`config.mk`:
```
export PLATFORM = sky130hd
export DESIGN_NAME = mo_mul_pipe
export DESIGN_NICKNAME = d
export VERILOG_FILES = /design/src/rtl/mo_mul_pipe.sv
export SDC_FILE = /design/constraint.sdc
export NUM_CORES = 1
export LEC_CHECK = 0
export ABC_AREA = 1
export CAP_MARGIN = 20
export CORE_MARGIN = 4
export CORE_UTILIZATION = 63
export CTS_BUF_LIST = sky130_fd_sc_hd__clkbuf_8
export CTS_CLUSTER_DIAMETER = 60
export DETAILED_ROUTE_END_ITERATION = 8
export PLACE_DENSITY_LB_ADDON = 0.25
export SKIP_LAST_GASP = 1
export SLEW_MARGIN = 20
export SYNTH_ARGS = -nofsm -noshare
export SYNTH_HDL_FRONTEND = slang
export SYNTH_SLANG_ARGS = --single-unit
export TNS_END_PERCENT = 1
```
`constraint.sdc`:
```
create_clock -name clk -period 55 [get_ports clk]
set_input_delay 13.75 -clock clk [delete_from_list [all_inputs] [get_ports clk]]
set_output_delay 13.75 -clock clk [all_outputs]
set_load 0.01 [all_outputs]
```
`src/rtl/mo_mul_pipe.sv`:
```
// Flow-controlled pipelined Montgomery multiplier: out_result = a*b*2^-WIDTH mod Q, tag carried alongside.
// Define MO_MUL_FULL_REDUCE_EN for an extra conditional-subtract stage (full range for any a < 2^WIDTH).
module mo_mul_pipe #(
  parameter int WIDTH      = 12,
  parameter int Q          = 3329,
  parameter int Q_M        = 8,
  parameter int Q_K        = 13,
  parameter int STAGE_BITS = 1,
  parameter int TAG_W      = 8
) (
  input  logic             clk,
  input  logic             rst,
  input  logic             in_valid,
  output logic             in_ready,
  input  logic [WIDTH-1:0] in_a,
  input  logic [WIDTH-1:0] in_b,
  input  logic [TAG_W-1:0] in_tag,
  output logic             out_valid,
  input  logic             out_ready,
  output logic [WIDTH-1:0] out_result,
  output logic [TAG_W-1:0] out_tag
);
  localparam int NSTG = WIDTH / STAGE_BITS;
  localparam int DW   = WIDTH + 1;
  localparam int TW   = WIDTH + 2;
  localparam logic [TW-1:0]    QM1 = TW'(Q_K) << Q_M;
  localparam logic [WIDTH-1:0] Q_W = WIDTH'(Q);

  // On odd t, subtracting Q-1 then dropping the low bit equals (t - Q) / 2.
  function automatic logic [DW-1:0] red_step(input logic [DW-1:0] d,
                                             input logic [WIDTH-1:0] a,
                                             input logic bk);
    logic [TW-1:0] t;
    t = {d[DW-1], d} + (bk ? {2'b00, a} : '0);
    if (t[0]) t = t - QM1;
    return t[DW:1];
  endfunction

  logic [NSTG-1:0]  v_q, v_d;
  logic [DW-1:0]    d_q [NSTG];
  logic [DW-1:0]    d_d [NSTG];
  logic [WIDTH-1:0] a_q [NSTG];
  logic [WIDTH-1:0] a_d [NSTG];
  logic [WIDTH-1:0] b_q [NSTG];
  logic [WIDTH-1:0] b_d [NSTG];
  logic [TAG_W-1:0] t_q [NSTG];
  logic [TAG_W-1:0] t_d [NSTG];

  logic             s_v;
  logic [DW-1:0]    s_d;
  logic [WIDTH-1:0] s_a, s_b;
  logic [TAG_W-1:0] s_t;

  logic             stall;
  logic             out_valid_q;
  logic [WIDTH-1:0] out_result_q;
  logic [TAG_W-1:0] out_tag_q;

  logic [WIDTH-1:0] corr_res;
  logic             fin_valid;
  logic [WIDTH-1:0] fin_res;
  logic [TAG_W-1:0] fin_tag;

  assign stall    = out_valid_q & ~out_ready;
  assign in_ready = ~stall;

  // b is shifted right as it travels, so every stage consumes its low bits.
  always_comb begin
    s_v = in_valid;
    s_d = '0;
    s_a = in_a;
    s_b = in_b;
    s_t = in_tag;
    for (int i = 0; i < NSTG; i++) begin
      for (int j = 0; j < STAGE_BITS; j++) begin
        s_d = red_step(s_d, s_a, s_b[0]);
        s_b = s_b >> 1;
      end
      v_d[i] = s_v;
      d_d[i] = s_d;
      a_d[i] = s_a;
      b_d[i] = s_b;
      t_d[i] = s_t;
      s_v = v_q[i];
      s_d = d_q[i];
      s_a = a_q[i];
      s_b = b_q[i];
      s_t = t_q[i];
    end
  end

  assign corr_res = d_q[NSTG-1][WIDTH-1:0] + (d_q[NSTG-1][DW-1] ? Q_W : '0);

`ifdef MO_MUL_FULL_REDUCE_EN
  logic             c_valid_q;
  logic [WIDTH-1:0] c_res_q;
  logic [TAG_W-1:0] c_tag_q;

  always_ff @(posedge clk) begin
    if (rst) begin
      c_valid_q <= 1'b0;
      c_res_q   <= '0;
      c_tag_q   <= '0;
    end else if (!stall) begin
      c_valid_q <= v_q[NSTG-1];
      c_res_q   <= corr_res;
      c_tag_q   <= t_q[NSTG-1];
    end
  end

  assign fin_valid = c_valid_q;
  assign fin_res   = (c_res_q >= Q_W) ? c_res_q - Q_W : c_res_q;
  assign fin_tag   = c_tag_q;
`else
  assign fin_valid = v_q[NSTG-1];
  assign fin_res   = corr_res;
  assign fin_tag   = t_q[NSTG-1];
`endif

  always_ff @(posedge clk) begin
    if (rst) begin
      v_q          <= '0;
      out_valid_q  <= 1'b0;
      out_result_q <= '0;
      out_tag_q    <= '0;
      for (int i = 0; i < NSTG; i++) begin
        d_q[i] <= '0;
        a_q[i] <= '0;
        b_q[i] <= '0;
        t_q[i] <= '0;
      end
    end else if (!stall) begin
      v_q          <= v_d;
      out_valid_q  <= fin_valid;
      out_result_q <= fin_res;
      out_tag_q    <= fin_tag;
      for (int i = 0; i < NSTG; i++) begin
        d_q[i] <= d_d[i];
        a_q[i] <= a_d[i];
        b_q[i] <= b_d[i];
        t_q[i] <= t_d[i];
      end
    end
  end

  assign out_valid  = out_valid_q;
  assign out_result = out_result_q;
  assign out_tag    = out_tag_q;
endmodule
```
== Yosys cells after proc, flatten, opt, wreduce, memory -nomap -nowiden ==
Memories as Yosys holds them, arrays and structs flattened. A register that Yosys moved wholly into a read port is not among the register bits.
Cells that the tools add are included.

* Register bits: 25
* Memory bits (writable): 528
* Input port bits: 36
* Output and inout bits: 22
* Word-level logic and storage cells: 161
* Memories kept: 4

{| class="wikitable"
|+ Memories
! memory !! words !! width !! rd ports !! clocked after memory_dff !! wr ports !! RTL line !! source
|-
| d_q || 12 || 13 || 12 || 0 || 12 || 40 || <nowiki>logic [DW-1:0] d_q [NSTG];</nowiki>
|-
| a_q || 12 || 12 || 11 || 0 || 12 || 42 || <nowiki>logic [WIDTH-1:0] a_q [NSTG];</nowiki>
|-
| b_q || 12 || 11 || 11 || 0 || 12 || 44 || <nowiki>logic [WIDTH-1:0] b_q [NSTG];</nowiki>
|-
| t_q || 12 || 8 || 12 || 1 || 12 || 46 || <nowiki>logic [TAG_W-1:0] t_q [NSTG];</nowiki>
|}

* $add $sub $neg: 24
* Multiplexer cells: 78
* Bitwise gates (word level): 51
* Reduce and logical (&&, ||, !) cells: 1

{| class="wikitable"
|+ Operators with widths
! cell !! number
|-
| 12-bit two-way mux || 25
|-
| 14-bit two-way mux || 12
|-
| 13-bit two-way mux || 12
|-
| 13-bit by 13-bit adder with 14-bit output || 11
|-
| 14-bit by 12-bit subtractor with 14-bit output, second input constant || 11
|-
| 11-bit two-way mux || 12
|-
| 8-bit two-way mux || 12
|-
| 1-bit OR || 48
|-
| 12-bit by 12-bit subtractor with 13-bit output, second input constant || 1
|-
| 12-bit adder || 1
|-
| 1-bit two-way mux || 5
|-
| 1-bit inverter || 2
|-
| 1-bit bitwise AND || 1
|-
| 1-bit logical NOT || 1
|}

== Logic depth before layout (Yosys ltp) ==
Gate-level depths: netlist of run 1.

* Word-level depth: 6
* Mapped depth: 19
* Mapped depth without buffers: 18

== Worst setup path after synthesis of run 1 ==
Ideal clock, no wire load.

* Kind: input-to-output
* From: input out_ready
* To: output in_ready
* Data arrival time: 14.382 ns
* Required time: 41.250 ns
* Slack: 26.868 ns
* Stages on the path: 3
* Path buffers: 1
* Cell sequence: nor2_1 > clkbuf_1 > inv_1

* Longest elaborated chain between the ends: 3

{| class="wikitable"
|+ RTL lines
! element !! RTL line !! source
|-
| from (decl) || 19 || <nowiki>input logic out_ready,</nowiki>
|-
| 1-bit inverter || 64 || <nowiki>assign stall = out_valid_q & ~out_ready;</nowiki>
|-
| 1-bit bitwise AND || 64 ||
|-
| 1-bit inverter || 65 || <nowiki>assign in_ready = ~stall;</nowiki>
|-
| to (decl) || 14 || <nowiki>output logic in_ready,</nowiki>
|}

No other way between the ends.

== Worst setup path in the final report of run 1 ==
Ends and elaborated chain as after synthesis.

==> results of run 1 <==
## area by class of cell
class | count | area, µm²
fillers | 3432 | 12900
inverters | 779 | 2930
multi-input cells | 2032 | 10300
clock buffers | 88 | 1210
clock inverters | 60 | 350
repair buffers | 69 | 681
flip-flops and latches | 482 | 14100
well taps | 585 | 732
## per-layer routing
metal | vias up | wire [µm] | track usage [%]
met2 | 471 | 27600 | 41.7
met4 | 0 | 1520 | 8.69
met1 | 9686 | 24200 | 29.8
met5 | - | 0 | 0
met3 | 121 | 2520 | 3.80
li1 | 10800 | - | -
## power by group through the flow
stage | clock network (mW) | registers [mW] | logic (mW)
6_report | 0.305 | 0.406 | 0.0300
5_1_grt | 0.331 | 0.407 | 0.0340
4_1_cts | 0.313 | 0.406 | 0.0300
3_5_place_dp | 0 | 0.414 | 0.0298
3_3_place_gp | 0 | 0.414 | 0.0286
2_1_floorplan | 0 | 0.412 | 0.0216
## Yosys cell counts (all sizes together)
library cell	number
nand2	784
inv	779
nor2	457
edfxtp	449
a21oi	204
nand3	198
ha	138
o21ai	107
nand4	41
buf	38
dfxtp	33
clkbuf	30
a31oi	13
and2	13
fa	11
o22ai	11
nor3	9
or2	8
o21bai	7
a211oi	6
nand3b	6
o21a	6
xnor2	3
nand2b	2
nor3b	2
o31ai	2
a311oi	1
and3	1
nor4	1
o211ai	1
## cell usage in the layout (no fill, tap or decap), drive strengths merged, types with 12 or more instances in the layout
master / netlist / final
dfxtp: 33 / 33
o21ai: 107 / 107
inv: 779 / 810
nand2: 784 / 784
buf: 38 / 12
a21oi: 204 / 204
nand3: 198 / 198
edfxtp: 449 / 449
and2: 13 / 13
clkbuf: 30 / 88
nor2: 457 / 457
clkdlybuf4s50: 0 / 57
ha: 138 / 138
nand4: 41 / 41
a31oi: 13 / 13
clkinv: 0 / 22
## cell families after synthesis
logic type,synth area share [%]
AO/OA/AOI/OAI,6.85
flip-flops,51.1
XOR/XNOR,0.0950
adder cells (fa/ha/maj),7.04
buffers and inverters,11.7
AND/OR/NAND/NOR,23.2
## worst max-delay path: cells and delay by family
| kind | cells | cell delay (ns) |
|---|---|---|
| and+or+nand+nor | 1 | 0.10 |
| buffers and inverters | 4 | 1.25 |
## worst max path at each step
| stage | from | end |
|---|---|---|
| 2_1_floorplan | out_ready | in_ready |
| 3_3_place_gp | out_ready | in_ready |
| 3_5_place_dp | out_ready | in_ready |
| 4_1_cts | out_ready | in_ready |
| 5_1_grt | out_ready | in_ready |
| 6_report | out_ready | in_ready |
## stage by stage
| stage | hold WS [ns] | setup WS (ns) | cell area, µm² |
|---|---|---|---|
| finish | 0.430 | 26.15 | 30400 |
| global placement | 0.419 | 26.12 | 28800 |
| global route | 0.447 | 26.09 | 30400 |
| detailed placement | 0.424 | 26.15 | 28800 |
| CTS | 0.431 | 26.14 | 30400 |
| floorplan | 0.412 | 26.87 | 27700 |
## flip-flops by register name, summed over array words and instances, names as in the netlist
signal	flops
d_q	155
a_q	132
t_q	96
b_q	66
out_result	12
v_q	12
out_tag	8
out_valid	1
==> results.tsv, run 1 <==
stage	metric	value	unit
run_status	outcome	completed	
sta	skew	0.0326	ns
clock_tree	cts_inserted_buffers	82	
route	avgRoutedWirePerCell	13.6	µm
clock_tree	root_buffer	clkbuf_8	
global_route	grt.total_usage	23.7	%
sta	worst_slew_pin_slew	1.08	ns
synth	syn_area	27700	µm²
die	rows	76	
sta	min_period_over_period	52.5	%
die	start_util	64.0	%
global_route	antenna_found_initial	0	
placement	numPlacedInstances	3947	
setup_path	worstPathArrival	15.10	ns
clock_tree	postCtsSetupBuffers	0	
setup_path	crit_chain	clkdlybuf4s50_1, nor2_2, buf_4, inv_1, clkdlybuf4s50_1	
synth	yosys_register_bits	482	
route	vias_per_cell	5.16	
power_and_ir_drop	p_leak	14.8	nW
clock_tree	cts_tree	built	
sta	layout_min_cycle_time	28.85	ns
setup_path	crit_path_start_kind	input port	
placement	dpl.hpwl	40.3	mm
synth	synth_top_area_share	48.7	%
route	drtIter0Drc	1513	
die	core_area	43300	µm²
setup_path	r2r_slack	50.39	ns
clock_tree	clock_latency	0.67	ns
die	fp.dieH	218	µm
setup_path	r2r_start	out_valid$_SDFFE_PP0N_	
sta	hold_viol	0	
route	drc	0	
power_and_ir_drop	p_sw_share	22.3	%
sta	fmax	34.7	MHz
global_route	grt_max_degree	151	
sta	setup_viol	0	
global_route	grt-ovfl-total	0	
route	routed-via-count	21100	
power_and_ir_drop	sequentialPowerShare	54.8	%
die	io_pins	58	
setup_path	cp_common_cell	clkdlybuf4s50_1	
finish	antennaDiodeCount	0	
sta	maxSlewHeadroom	28.3	%
global_route	grt_pass1_wl	93.3	mm
setup_path	critical_path.max_fanout	23	
clock_tree	clockBufferDepth	3	
placement	io_buffers	57	
finish	drive_gt1_share	5.50	%
setup_path	crit_required	41.25	ns
synth	syn_inst	3361	
global_route	grt_pass1_vias	20500	
route	drtPass1Iterations	6	
synth	ys_top_cells_by_area	edfxtp_1, inv_1, nand2_1, ha_1, nor2_1	
power_and_ir_drop	switching_power	0.165	mW
finish	final_util	70.2	%
worst_hold_path	min_path_type	flop to flop	
sta	setup_tns	0	ns
setup_path	regToRegEndpoint	d_q[1][28]$_SDFFCE_PN0P_	
synth	yosysWarnings	0	
placement	routabilityCongestion	0.905	
setup_path	worst_r2r_path_depth	7	
flow_run	maxCapViolations	0	
finish	nets	3631	
synth	syn_nets	3546	
synth	synth_top_area_cell	edfxtp_1	
power_and_ir_drop	internal_power	0.576	mW
finish	fin_cells	4095	
setup_path	cp_slowest_cell	clkdlybuf4s50_1	
sta	maxSlewViolCount	0	
worst_hold_path	holdPathEnd	out_tag[7]$_SDFFE_PP0N_	
finish	syn2layout_area_growth	9.70	%
clock_tree	ctsHtreeMaxLevel	3	
worst_hold_path	hold_path_depth	2	
clock_tree	clock-sinks	482	
power_and_ir_drop	irDropWorstVdd	0.0186	mV
power_and_ir_drop	combPwrFrac	4.0	%
power_and_ir_drop	total_power	0.741	mW
die	die_x	218	µm
synth	yosysUniqueCellTypes	42	
setup_path	max_stage_delay	0.48	ns
sta	rsz0062_at_grt	no	
synth	synth.yosys.seq_area_share	51.1	%
die	dieArea	47300	µm²
power_and_ir_drop	power.clock.fraction	41.1	%
clock_tree	hold_buffers	0	
clock_tree	clk_pin_slew	0.06	ns
route	drt_wl_total	55.8	mm
worst_hold_path	min-delay-start	t_q[11][7]$_SDFFCE_PP0P_	
power_and_ir_drop	power_density	24.4	nW/µm²
clock_tree	cts-resized-gates	0	
route	ant_nets	0	
setup_path	end_kind	primary output	
synth	avgSynthCellArea	8.23	µm²
setup_path	criticalPathCategory	input port to primary output	
No activity file was read; power rests on OpenSTA's default activity.
==> run 2: changes to the inputs <==
- CORE_UTILIZATION: 63 -> 59
- clock period: 55 -> 23.5 ns (I/O delays scaled with it)
==> run 2 against run 1 <==
  * Final area about the same
  * Clock power up 140%
  * Final cell count up 0.39%
  * Sequential share of layout area about the same
  * Setup slack worse by 15 ns
  * Global-route usage down 1.7 points
  * First-iteration DRC count down 4.3%
  * Hold slack better by 0.012 ns
  * Clock skew down 0.00089 ns
  * Critical path depth down 1
  * Via count down 0.95%
  * Clock-buffer cell count down 1
==> results.tsv, run 2 (same netlist as run 1, synthesis figures left out) <==
stage	metric	value	unit	change
run_status	outcome	completed		
global_route	grt-ovfl-total	0		unchanged
finish	top_register	d_q		
sta	rsz0062_at_grt	no		
die	fp.dieH	225	µm	+3.2%
clock_tree	ctsHtreeMaxLevel	3		unchanged
clock_tree	clock_latency	0.64	ns	-0.03 ns
sta	hold_viol	0		unchanged
route	avgRoutedWirePerCell	13.6	µm	-0.31%
finish	regArea	14100	µm²	unchanged
finish	largest_register_ff_count	155		unchanged
die	rows	79		+3.9%
finish	top_regs	d_q (155), a_q (132), t_q (96)		
finish	final_util	65.4	%	-4.8 points
placement	numPlacedInstances	3969		+0.56%
power_and_ir_drop	irDropWorstVdd	0.0561	mV	+200%
power_and_ir_drop	power_density	57.3	nW/µm²	+130%
setup_path	end_kind	primary output		
sta	maxSlewViolCount	0		unchanged
clock_tree	cts-resized-gates	0		unchanged
setup_path	crit_family	buffers and inverters		
clock_tree	clk_pin_slew	0.06	ns	about the same
die	start_util	59.6	%	-4.4 points
sta	setup_viol	0		unchanged
clock_tree	root_buffer	clkbuf_8		
global_route	antenna_found_initial	0		unchanged
placement	io_buffers	57		unchanged
clock_tree	hold_buffers	0		unchanged
finish	nets	3628		-0.083%
finish	layout_common_cells	inv_1, nand2_1, nor2_1, edfxtp_1, a21oi_1		
sta	worst_slew_pin_slew	1.03	ns	-0.0448 ns
die	die_x	225	µm	+3.2%
finish	finish.instance_area	30400	µm²	about the same
route	vias_per_cell	5.09		-1.3%
clock_tree	clockBufferDepth	3		unchanged
clock_tree	cts_inserted_buffers	79		-3.7%
route	drtPass1Iterations	7		+1
sta	worst_slack	10.66	ns	-15.49 ns
finish	syn2layout_area_growth	9.73	%	about the same
setup_path	crit_chain	clkdlybuf4s50_1, nor2_2, inv_1, clkdlybuf4s50_1		
global_route	grt_pass1_vias	20200		-1.5%
route	routed-via-count	20900		-0.95%
setup_path	criticalPathCategory	input port to primary output		
placement	routabilityCongestion	0.914		+0.98%
global_route	grt_use_met1	28.5	%	-1.4 points
setup_path	critical_path.max_fanout	2		-91%
sta	maxSlewHeadroom	31.3	%	+3.0 points
setup_path	cp_slowest_cell	clkdlybuf4s50_1		
global_route	top_usage_layer	met2		
worst_hold_path	min_path_type	flop to flop		
sta	setup_tns	0	ns	unchanged
finish	nFillCells	3910		+14%
route	ant_nets	0		unchanged
setup_path	cp_common_cell	clkdlybuf4s50_1		
global_route	grt.total_usage	22.1	%	-1.7 points
route	drc	0		unchanged
die	dieArea	50400	µm²	+6.5%
power_and_ir_drop	total_power	1.74	mW	+130%
global_route	met3_usage	3.63	%	-0.18 points
route	drt_wl_total	55.8	mm	about the same
clock_tree	clock-sinks	482		unchanged
route	drtIter0Drc	1448		-4.3%
die	core_area	46500	µm²	+7.4%
placement	dpl_cell_area	28800	µm²	about the same
setup_path	worstPathArrival	6.97	ns	-8.13 ns
finish	layout_commonest_cell	inv_1		
setup_path	max_stage_delay	0.52	ns	+0.04 ns
placement	pre_cts_ws	10.65	ns	-15.50 ns
finish	multiInputGateArea	10300	µm²	unchanged
setup_path	critPathBufInv	3		-1
sta	whs	0.442	ns	+0.0124 ns
clock_tree	cts_tree	built		
setup_path	crit_path_start_kind	input port		
finish	drive_gt1_share	5.45	%	-0.048 points
die	io_pins	58		unchanged
sta	min_period_over_period	54.6	%	
finish	fin_cells	4111		+0.39%
flow_run	maxCapViolations	0		unchanged
clock_tree	postCtsSetupBuffers	0		unchanged
setup_path	crit_required	17.62	ns	-23.63 ns
global_route	grt_pass1_wl	92.6	mm	-0.72%
sta	skew	0.0317	ns	-0.000890 ns
placement	dpl.hpwl	40.2	mm	-0.12%
global_route	grtUsageMet2	37.9	%	-3.9 points
finish	antennaDiodeCount	0		unchanged
global_route	grt_max_degree	122		-19%
power_and_ir_drop	p_leak	14.8	nW	-0.22%
sta	layout_min_cycle_time	12.84	ns	
sta	fmax	77.9	MHz	
[run 2: cell count changes in the layout (fill, tap and decap cells not counted), sizes merged]
cell | previous run | this run
inv | 810 | 802
clkinv | 22 | 23
bufinv | 3 | 5
clkbuf | 88 | 87
[run 2: area by class of cell]
type	count	area share, %
timing repair buffer	69	2.19
tap	607	2.50
clock inverter	55	1.19
multi-input combinational	2032	33.9
sequential	482	46.6
clock buffer	87	3.94
inverter	779	9.66
[run 2: worst paths after layout]
kind                            start                 endpoint  slack, ns  cells after the start
max reg2reg    out_valid$_SDFFE_PP0N_  b_q[3][5]$_SDFFCE_PN0P_      19.12                      7
min reg2reg  t_q[11][5]$_SDFFCE_PP0P_  out_tag[5]$_SDFFE_PP0N_       0.44                      2
max                         out_ready                 in_ready      10.66                      4
min          t_q[11][5]$_SDFFCE_PP0P_  out_tag[5]$_SDFFE_PP0N_       0.44                      2
[run 2: worst reg2reg max path, cell delays in order, from the launching register on]
cell     delay [ns]
dfxtp_1        0.31
inv_1          0.06
nor2_2         0.04
buf_4          0.21
nand2_4        0.61
buf_4          0.83
buf_4          0.94
buf_4          0.93
[run 2: per-layer routing]
layer	up-vias	part of all wire, %
met5	-	0
met4	0	2.5
met3	100	4.9
met2	455	48
met1	9549	44
li1	10800	-
[run 2: report_power, final]
group	switching, mW	total [mW]	internal [mW]
clock network	0.325	0.719	0.394
registers	0.00769	0.951	0.943
logic	0.0452	0.0695	0.0242
total	0.378	1.74	1.36
